<file path="src/rtl/aes_key_expand_seq.sv">
// AES key-schedule engine (128/192/256): one 32-bit word per cycle, round keys streamed as 128-bit beats.
// Latency: start at edge E0 -> rk[0] valid after E4; then one round key per 4 cycles without backpressure.
// Backpressure: generation freezes while a completed key waits on rk_ready=0; no beat is dropped.
// Optional: define AES_KEY_STORE_EN for an (NR+1)x128 round-key store with a registered read port.
module aes_key_expand_seq #(
    parameter int KEY_BITS = 128
) (
    input  logic                clk,
    input  logic                rst_n,
    input  logic                start,
    input  logic [KEY_BITS-1:0] key_in,
    output logic                busy,
    output logic                rk_valid,
    input  logic                rk_ready,
    output logic [127:0]        rk_data,
    output logic [3:0]          rk_idx,
    output logic                done
`ifdef AES_KEY_STORE_EN
    ,
    input  logic [3:0]          rd_idx,
    output logic [127:0]        rd_data
`endif
);

    localparam int NK = KEY_BITS / 32;
    localparam int NR = NK + 6;
    localparam int NW = 4 * (NR + 1);
    localparam int IW = $clog2(NK);

    if (KEY_BITS != 128 && KEY_BITS != 192 && KEY_BITS != 256) begin : g_bad_key_bits
        $error("aes_key_expand_seq: KEY_BITS must be 128, 192 or 256");
    end

    typedef enum logic [1:0] {S_IDLE, S_RUN, S_FLUSH} state_t;

    state_t      state;
    logic [31:0] win [NK];      // sliding window of the last NK schedule words, win[0] oldest
    logic [5:0]  wcnt;          // index i of the next word to produce
    logic [2:0]  modcnt;        // i mod NK, kept as a wrapping counter
    logic [7:0]  rcon;
    logic [3:0]  grp;           // index of the round key being assembled
    logic [31:0] asm0, asm1, asm2;

    logic [31:0] newest, rot_in, sub_out, tmp, gen_word;
    logic        out_free, step, hs;

    function automatic logic [7:0] xtime(input logic [7:0] a);
        return {a[6:0], 1'b0} ^ (a[7] ? 8'h1b : 8'h00);
    endfunction

    function automatic logic [7:0] gf_mul(input logic [7:0] a, input logic [7:0] b);
        logic [7:0] p;
        logic [7:0] x;
        p = 8'h00;
        x = a;
        for (int k = 0; k < 8; k++) begin
            if (b[k]) p = p ^ x;
            x = xtime(x);
        end
        return p;
    endfunction

    // S-box as multiplicative inverse (x^254 by an addition chain) followed by the affine map
    function automatic logic [7:0] sbox(input logic [7:0] x);
        logic [7:0] x2, x3, x6, x12, x15, x30, x60, x120, x240, x252, b;
        x2   = gf_mul(x, x);
        x3   = gf_mul(x2, x);
        x6   = gf_mul(x3, x3);
        x12  = gf_mul(x6, x6);
        x15  = gf_mul(x12, x3);
        x30  = gf_mul(x15, x15);
        x60  = gf_mul(x30, x30);
        x120 = gf_mul(x60, x60);
        x240 = gf_mul(x120, x120);
        x252 = gf_mul(x240, x12);
        b    = gf_mul(x252, x2);
        return b ^ {b[6:0], b[7]} ^ {b[5:0], b[7:6]} ^ {b[4:0], b[7:5]} ^ {b[3:0], b[7:4]} ^ 8'h63;
    endfunction

    // Next schedule word; the single S-box bank serves both the RotWord and the NK=8 mid-window case
    always_comb begin
        newest   = win[NK-1];
        rot_in   = (modcnt == 3'd0) ? {newest[23:0], newest[31:24]} : newest;
        sub_out  = {sbox(rot_in[31:24]), sbox(rot_in[23:16]), sbox(rot_in[15:8]), sbox(rot_in[7:0])};
        tmp      = newest;
        if (modcnt == 3'd0)
            tmp = sub_out ^ {rcon, 24'h000000};
        else if (NK == 8 && modcnt == 3'd4)
            tmp = sub_out;
        if (wcnt < 6'(NK))
            gen_word = win[wcnt[IW-1:0]];
        else
            gen_word = win[0] ^ tmp;
    end

    // The fourth word of a group goes straight to the output register, so it may only be produced when that is free
    assign hs       = rk_valid && rk_ready;
    assign out_free = !rk_valid || rk_ready;
    assign step     = (state == S_RUN) && ((wcnt[1:0] != 2'd3) || out_free);

    // Control FSM, word generation, assembly and output register
    always_ff @(posedge clk or negedge rst_n) begin
        if (!rst_n) begin
            state    <= S_IDLE;
            busy     <= 1'b0;
            rk_valid <= 1'b0;
            rk_data  <= '0;
            rk_idx   <= '0;
            done     <= 1'b0;
            wcnt     <= '0;
            modcnt   <= '0;
            rcon     <= 8'h01;
            grp      <= '0;
            asm0     <= '0;
            asm1     <= '0;
            asm2     <= '0;
            for (int k = 0; k < NK; k++) win[k] <= '0;
        end else begin
            done <= 1'b0;
            if (hs) rk_valid <= 1'b0;
            case (state)
                S_IDLE: begin
                    if (start) begin
                        for (int k = 0; k < NK; k++) win[k] <= key_in[KEY_BITS-1-32*k -: 32];
                        busy   <= 1'b1;
                        wcnt   <= '0;
                        modcnt <= '0;
                        rcon   <= 8'h01;
                        grp    <= '0;
                        state  <= S_RUN;
                    end
                end
                S_RUN: begin
                    if (step) begin
                        wcnt   <= wcnt + 6'd1;
                        modcnt <= (modcnt == 3'(NK-1)) ? 3'd0 : modcnt + 3'd1;
                        if (wcnt >= 6'(NK)) begin
                            for (int k = 0; k < NK-1; k++) win[k] <= win[k+1];
                            win[NK-1] <= gen_word;
                            if (modcnt == 3'd0) rcon <= xtime(rcon);
                        end
                        case (wcnt[1:0])
                            2'd0: asm0 <= gen_word;
                            2'd1: asm1 <= gen_word;
                            2'd2: asm2 <= gen_word;
                            default: begin
                                rk_data  <= {asm0, asm1, asm2, gen_word};
                                rk_valid <= 1'b1;
                                rk_idx   <= grp;
                                grp      <= grp + 4'd1;
                                if (wcnt == 6'(NW-1)) state <= S_FLUSH;
                            end
                        endcase
                    end
                end
                S_FLUSH: begin
                    if (hs && rk_idx == 4'(NR)) begin
                        state <= S_IDLE;
                        busy  <= 1'b0;
                        done  <= 1'b1;
                    end
                end
                default: state <= S_IDLE;
            endcase
        end
    end

`ifdef AES_KEY_STORE_EN
    logic [127:0] store [NR+1];

    // Keep every accepted round key for later (e.g. reverse-order) reads; wiped by a new start
    always_ff @(posedge clk or negedge rst_n) begin
        if (!rst_n) begin
            for (int k = 0; k <= NR; k++) store[k] <= '0;
            rd_data <= '0;
        end else begin
            if (state == S_IDLE && start) begin
                for (int k = 0; k <= NR; k++) store[k] <= '0;
            end else if (hs) begin
                store[rk_idx] <= rk_data;
            end
            rd_data <= (rd_idx <= 4'(NR)) ? store[rd_idx] : '0;
        end
    end
`endif

endmodule

</file>
<file path="config.mk">
export PLATFORM = sky130hd
export DESIGN_NAME = aes_key_expand_seq
export DESIGN_NICKNAME = d
export VERILOG_FILES = /design/src/rtl/aes_key_expand_seq.sv
export SDC_FILE = /design/constraint.sdc
export NUM_CORES = 2
export LEC_CHECK = 0
export ABC_CLOCK_PERIOD_IN_PS = 19620
export CORE_MARGIN = 2
export CORE_UTILIZATION = 55
export DETAILED_ROUTE_END_ITERATION = 10
export PLACE_DENSITY_LB_ADDON = 0.08
export SKIP_LAST_GASP = 1
export SYNTH_ARGS = -nofsm -noshare
export SYNTH_HDL_FRONTEND = slang
export SYNTH_SLANG_ARGS = --single-unit
</file>
<file path="constraint.sdc">
create_clock -name clk -period 19.62 [get_ports clk]
set_input_delay 4.905 -clock clk [delete_from_list [all_inputs] [get_ports clk]]
set_output_delay 4.905 -clock clk [all_outputs]
set_load 0.03 [all_outputs]
</file>
# --- Yosys cells after proc, flatten, opt, wreduce, memory -nomap -nowiden ---
# Index checks and enable logic that the tools add are counted.
word_totals:
  in_bits: 132
  wordCells: 1403
  register_bits: 382
  output_inout_bits: 135
op_classes:
  mux: 702
  n_eq_ne: 15
  magnitude_cmp: 3
  addsub: 3
  bitwise: 641
  n_reduce_logical: 22
ops:
  columns: ["operator", "count"]
  rows:
  - ["$mux W8", 356]
  - ["$xor A8 B8 Y8", 324]
  - ["$xor A8 B5 Y8", 309]
  - ["$mux W5", 309]
  - ["$mux W128", 3]
  - ["$pmux W128 S2", 1]
  - ["$mux W32", 5]
  - ["$bmux W32 S2", 1]
  - ["$xor A32 B32 Y32", 2]
  - ["$reduce_and A3 Y1", 6]
  - ["$not A4 Y4", 4]
  - ["$pmux W8 S2", 1]
  - ["$mux W4", 3]
  - ["$mux W6", 2]
  - ["$ne A2 B2 Y1 const B", 6]
  - ["$pmux W6 S2", 1]
  - ["$mux W2", 5]
  - ["$reduce_and A5 Y1", 2]
  - ["$mux W3", 3]
  - ["$mux W1", 8]
  - ["$pmux W4 S2", 1]
  - ["$reduce_and A4 Y1", 2]
  - ["$add A6 B1 Y6 const B", 1]
  - ["$eq A6 B6 Y1 const B", 1]
  - ["22 further kinds", 30]

# --- Logic depth before layout (Yosys ltp) ---
logic_depth:
  ltp_word: 190
  mapped_depth: 95

# --- Worst setup path before layout ---
# OpenSTA, ideal clock, no wires.
synth_timing:
  kind: "flip-flop to flip-flop"
  start: "register modcnt[0]"
  end: "register win, in the netlist newest[31]"
  path_stages_with_launch: 93
  setup_ps: 126
  setup_slack_ps: -1234
  arrival_time_ps: 20728
  synth_period_minus_slack_ps: 20854
  required_ps: 19494
  cell_sequence: "dfrtp_1 inv_1 ha_1 nand2b_4 buf_12 buf_12 buf_12 buf_12 buf_12 a21oi_4 buf_6 inv_2 ha_1 clkbuf_8 nand2b_1 a21oi_1 o21ai_0 a21oi_1 [57 not listed] or4_4 and4_1 or3_4 a21oi_2 xnor3_2 xnor2_4 xnor2_4 xnor2_2 xnor3_1 xnor2_1 nor2_1 xor3_2 xor3_1 xnor3_1 o21ai_1 xor2_2 a211oi_1 o21ai_1"
synth_via:
  elab_chain_len: 182
  word_cells_on_any_way: 332
  cone_classes: "171 x mux; 160 x bitwise; 1 x reduce/logical"
synth_rtl:
  columns: ["element", "line", "text"]
  rows:
  - ["from (decl)", "39", "logic [2:0] modcnt;"]
  - ["from (signal assigned)", "136", "modcnt <= (modcnt == 3'(NK-1)) ? 3'd0 : modcnt + 3'd1;"]
  - ["$logic_not A3 Y1 *", "83, 86", null]
  - ["$mux W32", "83", "rot_in = (modcnt == 3'd0) ? {newest[23:0], newest[31:24]} : newest;"]
  - ["$mux W5 (tied with other cells)", "48", "return {a[6:0], 1'b0} ^ (a[7] ? 8'h1b : 8'h00);"]
  - ["$xor A8 B5 Y8 / $xor A8 B8 Y8 (equally long branches)", "48, 57", null]
  - ["$xor A8 B8 Y8 / $mux W8 (equally long branches)", "57", "if (b[k]) p = p ^ x;"]
  - ["$mux W8 / $xor A8 B8 Y8 (equally long branches)", "57", null]
  - ["$xor A8 B8 Y8 / $mux W8 (equally long branches)", "57", null]
  - ["$mux W8 / $xor A8 B8 Y8 (equally long branches)", "57", null]
  - ["[163 not listed]", null, null]
  - ["$xor A8 B8 Y8 (4 in series)", "77", "return b ^ {b[6:0], b[7]} ^ {b[5:0], b[7:6]} ^ {b[4:0], b[7:5]} ^ {b[3:0], b[7:4]} ^ 8'h63;"]
  - ["$xor A32 B32 Y32", "87", "tmp = sub_out ^ {rcon, 24'h000000};"]
  - ["$mux W32 *", "86", "if (modcnt == 3'd0)"]
  - ["$xor A32 B32 Y32 *", "93", "gen_word = win[0] ^ tmp;"]
  - ["$mux W32 *", "90", "if (wcnt < 6'(NK))"]
  - ["$mux W128 *", "137", "if (wcnt >= 6'(NK)) begin"]
  - ["$mux W128 *", "134", "if (step) begin"]
  - ["$pmux W128 S2 *", "121", "case (state)"]
  - ["to (signal, indexed assignment)", "139", "win[NK-1] <= gen_word;"]
  - ["to (decl)", "37", "logic [31:0] win [NK];"]
# Mark *: on every way between the ends. The rest lies on a longest branch, timed or not. The select of a mux whose other input is x is not followed.
# A chain may end at the register's enable or synchronous reset.

# --- Final worst setup path ---
layout_timing:
  start: "register modcnt[1]"
  end: "register win, in the netlist newest[30]"
layout_via:
  elab_chain_len: 183
  word_cells_on_any_way: 333
  cone_classes: "171 x mux; 161 x bitwise; 1 x reduce/logical"
layout_rtl:
  columns: ["element", "line"]
  rows:
  - ["$logic_not A3 Y1 *", "83, 86"]
  - ["$mux W32", "83"]
  - ["$mux W5 (tied with other cells)", "48"]
  - ["$xor A8 B5 Y8 / $xor A8 B8 Y8 (equally long branches)", "48, 57"]
  - ["$xor A8 B8 Y8 / $mux W8 (equally long branches)", "57"]
  - ["$mux W8 / $xor A8 B8 Y8 (equally long branches)", "57"]
  - ["$xor A8 B8 Y8 / $mux W8 (equally long branches)", "57"]
  - ["$mux W8 / $xor A8 B8 Y8 (equally long branches)", "57"]
  - ["[167 not listed]", null]
  - ["$not A4 Y4 (no source line)", null]
  - ["$xor A32 B32 Y32", "87"]
  - ["$mux W32 *", "86"]
  - ["$xor A32 B32 Y32 *", "93"]
  - ["$mux W32 *", "90"]
  - ["$mux W128 *", "137"]
  - ["$mux W128 *", "134"]
  - ["$pmux W128 S2 *", "121"]
# Marks and branches as above.

==> impl_results.rst <==
.. list-table::
   :header-rows: 1

   * - Metric
     - Value
   * - Post-synth net total
     - 8,109
   * - Synth Register Bits
     - 382
   * - Type of the worst setup path
     - flop to flop
   * - GP Congestion
     - 0.941
   * - Post-synth ARST share
     - 100%
   * - Die height
     - 354 µm
   * - Cell repeated most along the worst path
     - sky130_fd_sc_hd__xnor3_2
   * - H-tree Lvls
     - 2
   * - Cell type with the largest total area after synthesis
     - sky130_fd_sc_hd__xnor2_1
   * - Post-DR vias/cell
     - 5.96
   * - Slowest-stage cell, CP
     - sky130_fd_sc_hd__xnor3_2
   * - Most used DFF post-synth
     - sky130_fd_sc_hd__dfrtp_1
   * - Final HPWL from detailed placement
     - 160,000 µm
   * - Number of buffers created by CTS
     - 41
   * - Cell family contributing the most delay on the critical path
     - XOR/XNOR gates
   * - Max-cap check violation count
     - 0
   * - Placement row count
     - 128
   * - Total global routing overflow
     - 0
   * - Buffer type at the clock tree root
     - sky130_fd_sc_hd__clkbuf_16
   * - Core Box Area
     - 122,000 µm²
   * - Number of cells on the critical path
     - 78
   * - Gate count of the mapped netlist
     - 7,942
   * - Pre-Repair DR Iteration Count
     - 9
   * - Width of the die
     - 354 µm
   * - DRT antenna net count
     - 0
   * - Worst path required time
     - 20.10 ns
   * - Via count
     - 60,500
   * - Fraction of post-synthesis cell area in the top cell type by area
     - 14.3%
   * - Post-CTS Hold Fix Bufs
     - 0
   * - Die ar.
     - 126,000 µm²
   * - Initial DRC Count
     - 5,623
   * - Global router's overall resource usage
     - 32.4%
   * - R2r startpoint
     - modcnt[1]
   * - Largest stage delay on the critical path
     - 0.52 ns
   * - Count of placed standard cells including taps
     - 9,946
   * - Maximum number of pins on one net before global-route repair
     - 108
   * - Count of buffers from port buffering
     - 266
   * - Number of global-route vias before repair
     - 57,100
   * - Slew at the pin closest to its max-slew limit
     - 1.17 ns
   * - Max Fclk
     - 0.0523 GHz
   * - Type of the tightest min-delay check
     - flop to flop
   * - Element type at the critical path start
     - flop
   * - Initial antenna violation count
     - 6
   * - Warning count from the yosys run
     - 0
   * - Post-route DRC
     - 0
   * - Synth unique cells
     - 173
   * - Clock transition time at the flip-flop clock pins of the worst setup and hold paths
     - 0.07 ns
   * - Total number of nets in the final design
     - 8,660
   * - Layout cell share with drive strength beyond 1
     - 21.5%
   * - Mean area per synthesized cell
     - 8.51 µm²
   * - Data arrival time of the critical path
     - 19.61 ns
   * - Number of endpoints with negative hold slack in the final report
     - 0
   * - Critical path endpoint category
     - flop
   * - Critical path origin
     - modcnt[1]
   * - Aggregate routed wire length
     - 214,000 µm
   * - Number of clock sinks
     - 382
   * - Maximum fanout along the worst path
     - 11
   * - Number of synthesized flops with an enable pin
     - 0
   * - Worst path bufs/invs
     - 11
   * - Max Clock Skew
     - 0.0110 ns
   * - Area of the mapped netlist
     - 67,600 µm²
   * - Run status
     - complete, no violations
   * - Number of buffers on the longest clock path
     - 3
   * - Number of fill cells in the layout
     - 10,400
   * - Largest cells by area after synthesis
     - sky130_fd_sc_hd__xnor2_1, sky130_fd_sc_hd__dfrtp_1, sky130_fd_sc_hd__xnor3_1, sky130_fd_sc_hd__nand2_1, sky130_fd_sc_hd__nor2_1
   * - Area added between synthesis and finish
     - 16.7%
   * - Initial standard-cell utilization of the core
     - 55.4%
   * - R2R Path End
     - newest[30]
   * - Slack of the worst reg-to-reg path
     - 0.49 ns
   * - Min-Delay Startpoint
     - asm0[7]
   * - Slew Limit Headroom
     - 21.5%
   * - Final Non-Filler Cells
     - 10,200
   * - First-pass GRT wire length
     - 329,000 µm
   * - Depth of the most critical reg-to-reg path
     - 78
   * - Final setup violation count
     - 0
   * - Routed wire length per instance
     - 21.1 µm
   * - Fin crit share
     - 97.5%
   * - TritonCTS clock tree
     - built
   * - Number of I/O pins
     - 267
   * - Minimum period implied by the final worst setup slack
     - 19.13 ns
   * - Latest clock arrival within the worst-skew pair
     - 0.57 ns
   * - Final max-slew violation count
     - 0
   * - CP endpoint
     - newest[30]
   * - Proportion of synthesized chip area in sequential cells
     - 14.2%
## kinds of logic (layout without fill, tap and decap cells)
logic type | after synthesis | in the layout | share of synthesized area [%]
multiplexers | 358 | 358 | 6.45
XOR/XNOR | 2084 | 2086 | 38.2
flip-flops | 382 | 382 | 14.2
other | 0 | 4 | 0
AO/OA/AOI/OAI | 1491 | 1491 | 15.4
adder cells (fa/ha/maj) | 35 | 35 | 0.648
AND/OR/NAND/NOR | 2957 | 2957 | 19.4
buffers and inverters | 635 | 1215 | 5.75
## sequential cells by signal, indices dropped and copies added (netlist names), 4 cells and up
name	count
asm2	32
rcon	8
asm0	32
grp	4
win	96
asm1	32
rk_idx	4
newest	32
rk_data	128
wcnt	6
## layout by cell type (no fill, tap or decap), types with 55 or more instances in the layout
master | netlist | routed
sky130_fd_sc_hd__a31oi_1 | 148 | 146
sky130_fd_sc_hd__buf_4 | 39 | 730
sky130_fd_sc_hd__o21ai_0 | 211 | 203
sky130_fd_sc_hd__nand2_1 | 1246 | 1239
sky130_fd_sc_hd__xnor3_2 | 43 | 84
sky130_fd_sc_hd__o21ai_1 | 128 | 122
sky130_fd_sc_hd__nand3_1 | 151 | 150
sky130_fd_sc_hd__nand2b_1 | 55 | 55
sky130_fd_sc_hd__nor3_1 | 160 | 155
sky130_fd_sc_hd__nor2_1 | 923 | 910
sky130_fd_sc_hd__xnor2_1 | 1103 | 984
sky130_fd_sc_hd__clkdlybuf4s50_1 | 0 | 265
sky130_fd_sc_hd__o22ai_1 | 87 | 83
sky130_fd_sc_hd__a21oi_1 | 268 | 247
sky130_fd_sc_hd__xor2_2 | 46 | 72
sky130_fd_sc_hd__xnor2_2 | 123 | 215
sky130_fd_sc_hd__mux2i_1 | 224 | 213
sky130_fd_sc_hd__dfrtp_1 | 381 | 380
sky130_fd_sc_hd__inv_1 | 83 | 81
sky130_fd_sc_hd__xnor3_1 | 319 | 279
sky130_fd_sc_hd__mux2_2 | 60 | 60
sky130_fd_sc_hd__a211oi_1 | 82 | 70
sky130_fd_sc_hd__xor2_1 | 377 | 335
## metrics by stage
stage / setup slack [ns] / hold slack, ns / area [µm²] / util [%] / TNS, ns
final: 0.494 / 0.459 / 78900 / 64.7 / 0
after global placement: -0.413 / 0.441 / 74100 / 60.8 / -5.02
after floorplan: 0.00410 / 0.433 / 67900 / - / 0
after global routing: -0.158 / 0.485 / 78900 / 64.7 / -2.88
after detailed placement: -0.862 / 0.449 / 74100 / 60.8 / -39.84
after CTS: 0.00875 / 0.454 / 75900 / 62.2 / 0
## how the worst min path moves through the flow
| stage | end | slack [ns] | depth (start not counted) |
|---|---|---|---|
| after floorplan | rk_data[112] | 0.43 | 2 |
| after global placement | rk_data[81] | 0.44 | 2 |
| after detailed placement | rk_data[106] | 0.45 | 2 |
| after CTS | rk_data[103] | 0.45 | 2 |
| after global routing | rk_data[117] | 0.49 | 2 |
| final | rk_data[103] | 0.46 | 2 |
## metal layers
layer	routed length [µm]	vias to the layer above	track usage, %
li1	-	28500	-
met1	93300	29400	45.4
met3	14000	356	3.57
met2	99200	2281	52.6
met4	7300	4	9.55
met5	34	-	0
## tightest hold or removal path: stages, from the launching register on
cell and delay, ns:
sky130_fd_sc_hd__dfrtp_1 0.34, sky130_fd_sc_hd__nand2_1 0.05, sky130_fd_sc_hd__nand2_1 0.05
## cells in the mapped netlist (87+ instances only)
| master | number |
|---|---|
| sky130_fd_sc_hd__nand2_1 | 1246 |
| sky130_fd_sc_hd__xnor2_1 | 1103 |
| sky130_fd_sc_hd__nor2_1 | 923 |
| sky130_fd_sc_hd__dfrtp_1 | 381 |
| sky130_fd_sc_hd__xor2_1 | 377 |
| sky130_fd_sc_hd__xnor3_1 | 319 |
| sky130_fd_sc_hd__a21oi_1 | 268 |
| sky130_fd_sc_hd__clkbuf_1 | 239 |
| sky130_fd_sc_hd__mux2i_1 | 224 |
| sky130_fd_sc_hd__o21ai_0 | 211 |
| sky130_fd_sc_hd__nor3_1 | 160 |
| sky130_fd_sc_hd__nand3_1 | 151 |
| sky130_fd_sc_hd__a31oi_1 | 148 |
| sky130_fd_sc_hd__o21ai_1 | 128 |
| sky130_fd_sc_hd__xnor2_2 | 123 |
| sky130_fd_sc_hd__o22ai_1 | 87 |
## area by class of cell
| type | count | area (µm²) | area share, % |
|---|---|---|---|
| Sequential cell | 382 | 9560 | 12.1 |
| Clock inverter | 14 | 154 | 0.195 |
| Tap cell | 1625 | 2030 | 2.58 |
| Timing Repair Buffer | 1025 | 8640 | 11.0 |
| Clock buffer | 60 | 1210 | 1.53 |
| Antenna cell | 4 | 10.0 | 0.0127 |
| Multi-Input combinational cell | 6927 | 56800 | 72.0 |
| Inverter | 116 | 470 | 0.597 |
## repair_timing
| item | CTS | global route |
|---|---|---|
| gates resized for setup | 54 | 342 |
| setup endpoints to repair | 158 | 160 |
| pin swaps | 11 | 125 |
| endpoints found under the hold margin | 0 | 0 |
| cloned | 0 | 4 |
| setup buffers | 8 | 117 |
Power is not shown: default switching activity piles up to over one toggle a cycle in this logic, so the estimate is an artifact.
